### config.mk
export PLATFORM = sky130hd
export DESIGN_NAME = bit_serializer
export DESIGN_NICKNAME = d
export VERILOG_FILES = /design/src/rtl/bit_serializer.sv
export SDC_FILE = /design/constraint.sdc
export NUM_CORES = 1
export LEC_CHECK = 0
export CORE_ASPECT_RATIO = 1.4
export CORE_UTILIZATION = 47
export CTS_CLUSTER_SIZE = 40
export DETAILED_ROUTE_END_ITERATION = 10
export GPL_TIMING_DRIVEN = 0
export PLACE_DENSITY = 0.84
export RECOVER_POWER = 50
export SYNTH_ARGS = -nofsm -noshare
export SYNTH_HDL_FRONTEND = slang
export SYNTH_SLANG_ARGS = --single-unit
### constraint.sdc
create_clock -name clk -period 1.74 [get_ports clk]
set_input_delay 0.348 -clock clk [delete_from_list [all_inputs] [get_ports clk]]
set_output_delay 0.348 -clock clk [all_outputs]
set_load 0.1 [all_outputs]
### src/rtl/bit_serializer.sv
`default_nettype none
// ============================================================================
// Module   : bit_serializer
// Purpose  : Loads a WIDTH-bit parallel word on a valid/ready handshake and
//            shifts it out one bit per clock on x, MSB or LSB first. A stall
//            input freezes shifting. Back-to-back words are joined with no
//            idle bubble, so the serial stream can feed a sequence detector
//            continuously.
// Ports    : clk       - single clock, all state changes on posedge
//            reset     - synchronous, active-high
//            din       - parallel word (WIDTH bits)
//            din_valid - din holds a word ready for transfer
//            din_ready - word accepted on this edge (combinational)
//            stall     - freezes shift register, counter and x
//            x         - serial data bit
//            x_valid   - x carries a real data bit this cycle
//            busy      - a word is being shifted out
//            done      - one-cycle pulse after the last bit is consumed
//            word_cnt  - completed word count, wraps 255 -> 0
// Revision : 1.0 - initial release
// ============================================================================
module bit_serializer #(
    parameter int WIDTH     = 8,
    parameter bit MSB_FIRST = 1'b1
) (
    input  logic             clk,
    input  logic             reset,
    input  logic [WIDTH-1:0] din,
    input  logic             din_valid,
    output logic             din_ready,
    input  logic             stall,
    output logic             x,
    output logic             x_valid,
    output logic             busy,
    output logic             done,
    output logic [7:0]       word_cnt
);

    localparam int               C_CNT_W = $clog2(WIDTH);
    localparam logic [C_CNT_W-1:0] C_LAST = C_CNT_W'(WIDTH - 1);

    typedef enum logic [0:0] {
        ST_IDLE  = 1'b0,
        ST_SHIFT = 1'b1
    } state_t;

    state_t             state_q, state_d;
    logic [WIDTH-1:0]   sreg_q, sreg_d;
    logic [C_CNT_W-1:0] cnt_q, cnt_d;
    logic               done_q, done_d;
    logic [7:0]         word_cnt_q, word_cnt_d;

    logic               w_head;
    logic               w_consume;
    logic               w_last;
    logic               w_xfer;
    logic [WIDTH-1:0]   w_shifted;

    always_comb begin
        w_head    = MSB_FIRST ? sreg_q[WIDTH-1] : sreg_q[0];
        w_shifted = MSB_FIRST ? {sreg_q[WIDTH-2:0], 1'b0}
                              : {1'b0, sreg_q[WIDTH-1:1]};
        w_consume = (state_q == ST_SHIFT) && !stall;
        w_last    = w_consume && (cnt_q == C_LAST);
        // Ready in IDLE, or exactly when the final bit leaves so the next
        // word can be loaded on the same edge without a bubble.
        din_ready = !reset && ((state_q == ST_IDLE) || w_last);
        w_xfer    = din_valid && din_ready;
    end

    always_comb begin
        state_d    = state_q;
        sreg_d     = sreg_q;
        cnt_d      = cnt_q;
        done_d     = w_last;
        word_cnt_d = w_last ? word_cnt_q + 8'd1 : word_cnt_q;

        case (state_q)
            ST_IDLE: begin
                if (w_xfer) begin
                    sreg_d  = din;
                    cnt_d   = '0;
                    state_d = ST_SHIFT;
                end
            end
            ST_SHIFT: begin
                if (w_consume) begin
                    if (w_last) begin
                        if (w_xfer) begin
                            sreg_d = din;
                            cnt_d  = '0;
                        end else begin
                            sreg_d  = '0;
                            cnt_d   = '0;
                            state_d = ST_IDLE;
                        end
                    end else begin
                        sreg_d = w_shifted;
                        cnt_d  = cnt_q + C_CNT_W'(1);
                    end
                end
            end
            default: state_d = ST_IDLE;
        endcase
    end

    always_ff @(posedge clk) begin
        if (reset) begin
            state_q    <= ST_IDLE;
            sreg_q     <= '0;
            cnt_q      <= '0;
            done_q     <= 1'b0;
            word_cnt_q <= '0;
        end else begin
            state_q    <= state_d;
            sreg_q     <= sreg_d;
            cnt_q      <= cnt_d;
            done_q     <= done_d;
            word_cnt_q <= word_cnt_d;
        end
    end

    // x holds the head bit through a stall; only x_valid drops.
    assign x        = (state_q == ST_SHIFT) && w_head;
    assign x_valid  = w_consume;
    assign busy     = (state_q == ST_SHIFT);
    assign done     = done_q;
    assign word_cnt = word_cnt_q;

endmodule
`default_nettype wire

======== Yosys cells after proc, flatten, opt, wreduce, memory -nomap -nowiden ========
Index checks and enable logic that the tools add are counted.
storage, ports and cells
  register bits after elaboration ......... 21
operators by class
  $add $sub $neg .......................... 2
  equal/unequal tests ..................... 3
  muxes and demuxes ....................... 13
  bitwise gates (word level) .............. 1
  reduce and logical (&&, ||, !) cells .... 9
operators by type and width
  operator               number
  $mux W8                4
  $pmux W8 S2            1
  $mux W3                3
  $add A8 B1 Y8 const B  1
  $pmux W3 S2            1
  $logic_and A1 B1 Y1    5
  $ne A2 B2 Y1 const B   2
  $add A3 B1 Y3 const B  1
  $eq A3 B3 Y1 const B   1
  $mux W1                3
  $logic_not A1 Y1       2
  $pmux W1 S2            1
  $reduce_and A2 Y1      1
  $logic_or A1 B1 Y1     1
  $not A1 Y1             1

======== Longest topological paths before layout ========
Gate-level depths: netlist (run 1).
  word-level depth ........................ 10
  gate-level depth with buffers ........... 6
  depth with buffers taken out ............ 5

======== Worst setup path after synthesis (run 1) ========
No wires, ideal clock.
  kind .................................... reg2out
  start ................................... register state_q (netlist: busy)
  end ..................................... output port din_ready
  arrival time ............................ 2.618 ns
  required time ........................... 1.392 ns
  setup slack ............................. -1.226 ns
  cell stages (with the launch flop) ...... 4
  path through ............................ dfxtp_1 -> buf_4 -> clkbuf_1 -> a21oi_1
on the way
  word-level cells in the longest chain between the ends .. 4
  elaborated cells on any way between the ends .. 5
  those cells by class .................... bitwise (1); reduce/logical (4)
ends and longest elaborated chain
  element                   RTL line  source
  start: declaration        47        state_t state_q, state_d;
  start signal: assignment  115       state_q <= state_d;
  $logic_and A1 B1 Y1       63        w_consume = (state_q == ST_SHIFT) && !stall;
  $logic_and A1 B1 Y1       64        w_last = w_consume && (cnt_q == C_LAST);
  $logic_or A1 B1 Y1 *      67        din_ready = !reset && ((state_q == ST_IDLE) || w_last);
  $logic_and A1 B1 Y1 *     67
  end: declaration          30        output logic din_ready,
Every way passes the cells marked *; elsewhere a longest branch is shown, timed or not.

======== Worst setup path after layout (run 1) ========
  start ................................... register cnt_q[0]
  end ..................................... output port din_ready
on the way
  word-level cells in the longest chain between the ends .. 4
ends and longest elaborated chain
  element                   RTL line  source
  start: declaration        49        logic [C_CNT_W-1:0] cnt_q, cnt_d;
  start signal: assignment  117       cnt_q <= cnt_d;
  $eq A3 B3 Y1              64
  $logic_and A1 B1 Y1       64
  $logic_or A1 B1 Y1        67
  $logic_and A1 B1 Y1       67
No other way between the ends.

==> flow_summary.json, run 1 <==
{
  "status": "finished with violations",
  "violations": "setup timing",
  "core_area_um2": 1970,
  "r2r.worst_path.cells": 6,
  "io_buffer_count": 24,
  "timing.final.hold_violations": 0,
  "via_count": 972,
  "worst_setup_path_endpoint": "din_ready",
  "syn_area_um2": 992,
  "grt_start_max_net_pins": 14,
  "clockBufferDepth": 2,
  "wire_length_of_the_first_global_routing_pass_um": 3730,
  "h-tree-depth": 1,
  "tritoncts": "done",
  "wirelength_routed_um": 2390,
  "globalRouteOverflowTotal": 0,
  "worst_slew_pin_slew_ns": 0.556,
  "routed_wire_length_per_instance_um": 14.5,
  "irDropWorstVdd_mv": 0.526,
  "ys_types": 32,
  "leakage_nw": 0.536,
  "critPathSlowestCell": "dfxtp_2",
  "drc_viols": 0,
  "dieHeight_um": 56.4,
  "path_cells": "ha_4, ha_4, nand2b_4, buf_8, a21oi_4, buf_12",
  "synth-seq-cells": 21,
  "worst_r2r_startpoint": "cnt_q[0]",
  "rr_endpoint": "word_cnt[7]",
  "final_util_pct": 73.2,
  "hold_path.class": "reg2reg",
  "ctsRootBufferMaster": "clkbuf_4",
  "final_layout_size_suffix_gt1_share_pct": 31.9,
  "syn-num-nets": 128,
  "antenna_found_initial": 0,
  "setup_repair_after_global_routing_missed_its_margin": "yes",
  "post_dp_cell_area_um2": 1310,
  "dp_worst_setup_slack_ns": -1.12,
  "report.final.slew_viol_count": 0,
  "tritoncts_num_sinks": 21,
  "detail-route-antenna-nets": 0,
  "required_ns": 1.39,
  "detail_route.iter0.violations": 29,
  "crit_path_max_fanout": 3,
  "ioPinCount": 25,
  "setup_ws_ns": -0.0962,
  "ys_warn_count": 0,
  "worstSetupPathType": "reg2out",
  "finalWeightedCongestion": 0.719,
  "cap_viol_max_count": 0,
  "grt_util_all_layers_pct": 22.5,
  "nets": 160,
  "initial_utilization_pct": 50.3,
  "finalCriticalPeriod_ns": 1.84,
  "fin_skew_ns": 0.00989,
  "critical-path-top-cell-by-count": "ha_4",
  "vias_in_the_first_global_route": 891,
  "fp.dieArea_um2": 2300,
  "number_of_clock_buffers_inserted_by_tritoncts": 3,
  "synth_sequential_area_ratio_pct": 42.4,
  "crit_startpoint": "cnt_q[0]",
  "antenna_cells_inserted": 0,
  "timing.critical_path.slowest_cell_delay_ns": 0.38,
  "setup_viol_count_final": 1,
  "fin_area_um2": 1450,
  "startpoint_type": "register",
  "avgViaCountPerCell": 5.89,
  "reg_clk_slew_reported_paths_ns": 0.13,
  "average_size_of_a_mapped_cell_um2": 8.78,
  "area.growth.synth_to_final_pct": 45.6,
  "dr.pass1.iters": 4,
  "half_perimeter_wire_length_after_placement_um": 1610,
  "power_per_cell_area_nw_per_um2": 658,
  "fin_crit_sh_pct": 106,
  "postSynthCellCount": 113,
  "fmax_ghz": 0.545,
  "cp-end-kind": "output port",
  "later_pin_clock_latency_in_the_skew_report_ns": 0.32,
  "worstPathArrival_ns": 1.49,
  "die_x_um": 40.8,
  "placementRows": 19,
  "ff2ff_setup_slack_ns": 0.07,
  "slew_headroom_pct": 63.1
}
kinds of logic after synthesis:
family	count (synthesis)	synth area share (%)
muxes	2	2.14
adders and majority gates	3	3.78
DFF	21	42.4
AOI/OAI and AO/OA	29	18.3
and+or+nand+nor	47	27.9
xor gates and xnor gates	2	1.77
buffers and inverters	9	3.78
stage by stage:
step / cells / setup TNS (ns) / power [mW] / hold WS [ns]
final: 165 / -0.0962 / 0.951 / 0.483
after global routing: 165 / -0.124 / 0.980 / 0.507
after CTS: 164 / -0.156 / 0.952 / 0.479
after detailed placement: 158 / -4.99 / 0.693 / 0.463
after global placement: 158 / -4.40 / 0.688 / 0.456
after floorplan: 113 / -0.0603 / 0.636 / 0.420
cell usage after synthesis:
cell type / count / area (um2)
dfxtp_1: 21 / 420
nand3_1: 10 / 50.1
o21ai_0: 9 / 45.0
a21oi_1: 8 / 40.0
nor2_1: 8 / 30.0
a311oi_1: 7 / 61.3
nor3_1: 7 / 35.0
nand2_1: 5 / 18.8
clkbuf_1: 4 / 15.0
ha_1: 3 / 37.5
inv_1: 3 / 11.3
a31oi_1: 2 / 12.5
and4bb_2: 2 / 25.0
nand2b_1: 2 / 12.5
nor2b_1: 2 / 12.5
o31ai_1: 2 / 15.0
or3_1: 2 / 12.5
or4_1: 2 / 15.0
a21o_1: 1 / 7.51
and2_1: 1 / 6.26
buf_4: 1 / 7.51
clkinv_1: 1 / 3.75
mux2_2: 1 / 11.3
mux2i_1: 1 / 10.0
nand3b_4: 1 / 20.0
nand4_1: 1 / 6.26
nand4b_1: 1 / 8.76
nor4_1: 1 / 6.26
nor4b_1: 1 / 8.76
or3b_1: 1 / 8.76
xnor2_1: 1 / 8.76
xor2_1: 1 / 8.76
cell type report:
type                            count  area (um2)
Clock buffer                        3        22.5
Inverter                            4        16.3
Buffer                              4        40.0
Timing Repair Buffer               28         303
Fill cell                         150         528
Clock inverter                      1        7.51
Sequential cell                    21         435
Tap cell                           21        26.3
Multi-Input combinational cell     83         594
worst min path at each step:
stage,start,to,slack (ns),cells after the start
2_1_floorplan,reset,sreg_q[1],0.42,1
3_3_place_gp,sreg_q[0],sreg_q[0],0.46,2
3_5_place_dp,sreg_q[0],sreg_q[0],0.46,2
4_1_cts,sreg_q[0],sreg_q[0],0.48,2
5_1_grt,sreg_q[0],sreg_q[0],0.51,2
6_report,sreg_q[0],sreg_q[0],0.48,2
layer usage:
layer | vias to the layer above | global-route usage, % | routed length, um | part of all wire (%)
met2 | 26 | 32.6 | 1140 | 48
met3 | 6 | 3.16 | 94 | 3.9
met5 | - | 0 | 0 | 0
met4 | 0 | 12.4 | 56 | 2.3
met1 | 450 | 30.7 | 1100 | 46
li1 | 490 | - | - | -
state kept, by name (all words and copies together), names as in the netlist:
name / cells
cnt_q: 3
done: 1
sreg_q: 8
word_cnt: 8
busy: 1
worst max-delay path: cells and delay by family (launching register included):
kind / cells / cell delay, ns
flip-flops: 1 / 0.38
adder cells (fa/ha/maj): 2 / 0.28
buffers and inverters: 2 / 0.31
AND/OR/NAND/NOR: 1 / 0.05
AO/OA/AOI/OAI: 1 / 0.16
layout by cell type, fill, tap and decap left out, types with 7 or more instances in the layout:
cell type / instances
clkdlybuf4s15_2: 10
clkdlybuf4s50_1: 10
nor2_1: 8
nand3_1: 10
dfxtp_1: 11
nor3_1: 7
a21oi_1: 7
dfxtp_2: 9
a311oi_1: 7
o21ai_0: 9
power by group:
group,leakage [nW],switching [mW],internal (mW)
combinational,0.345,0.102,0.0766
sequential,0.177,0.0174,0.502
clock,0.0139,0.165,0.0879
timing repair:
action	4_1_cts	5_1_grt
gates resized for setup	62	8
setup buffers	2	2
endpoints found under the setup margin	13	5
pin swaps	0	2
hold buffers	0	0
Power figures use the tool's default switching activity.
==> run 2, diff against run 1 <==
--- a/config.mk
+++ b/config.mk
@@ -5,9 +5,10 @@
 export SDC_FILE = /design/constraint.sdc
 export NUM_CORES = 1
 export LEC_CHECK = 0
+export CAP_MARGIN = 20
 export CORE_ASPECT_RATIO = 1.4
 export CORE_UTILIZATION = 47
-export CTS_CLUSTER_SIZE = 40
+export CTS_CLUSTER_SIZE = 12
 export DETAILED_ROUTE_END_ITERATION = 10
 export GPL_TIMING_DRIVEN = 0
 export PLACE_DENSITY = 0.84
==> results of run 2 <==
The final DEF is identical to that of run 1; final timing and power are the same.
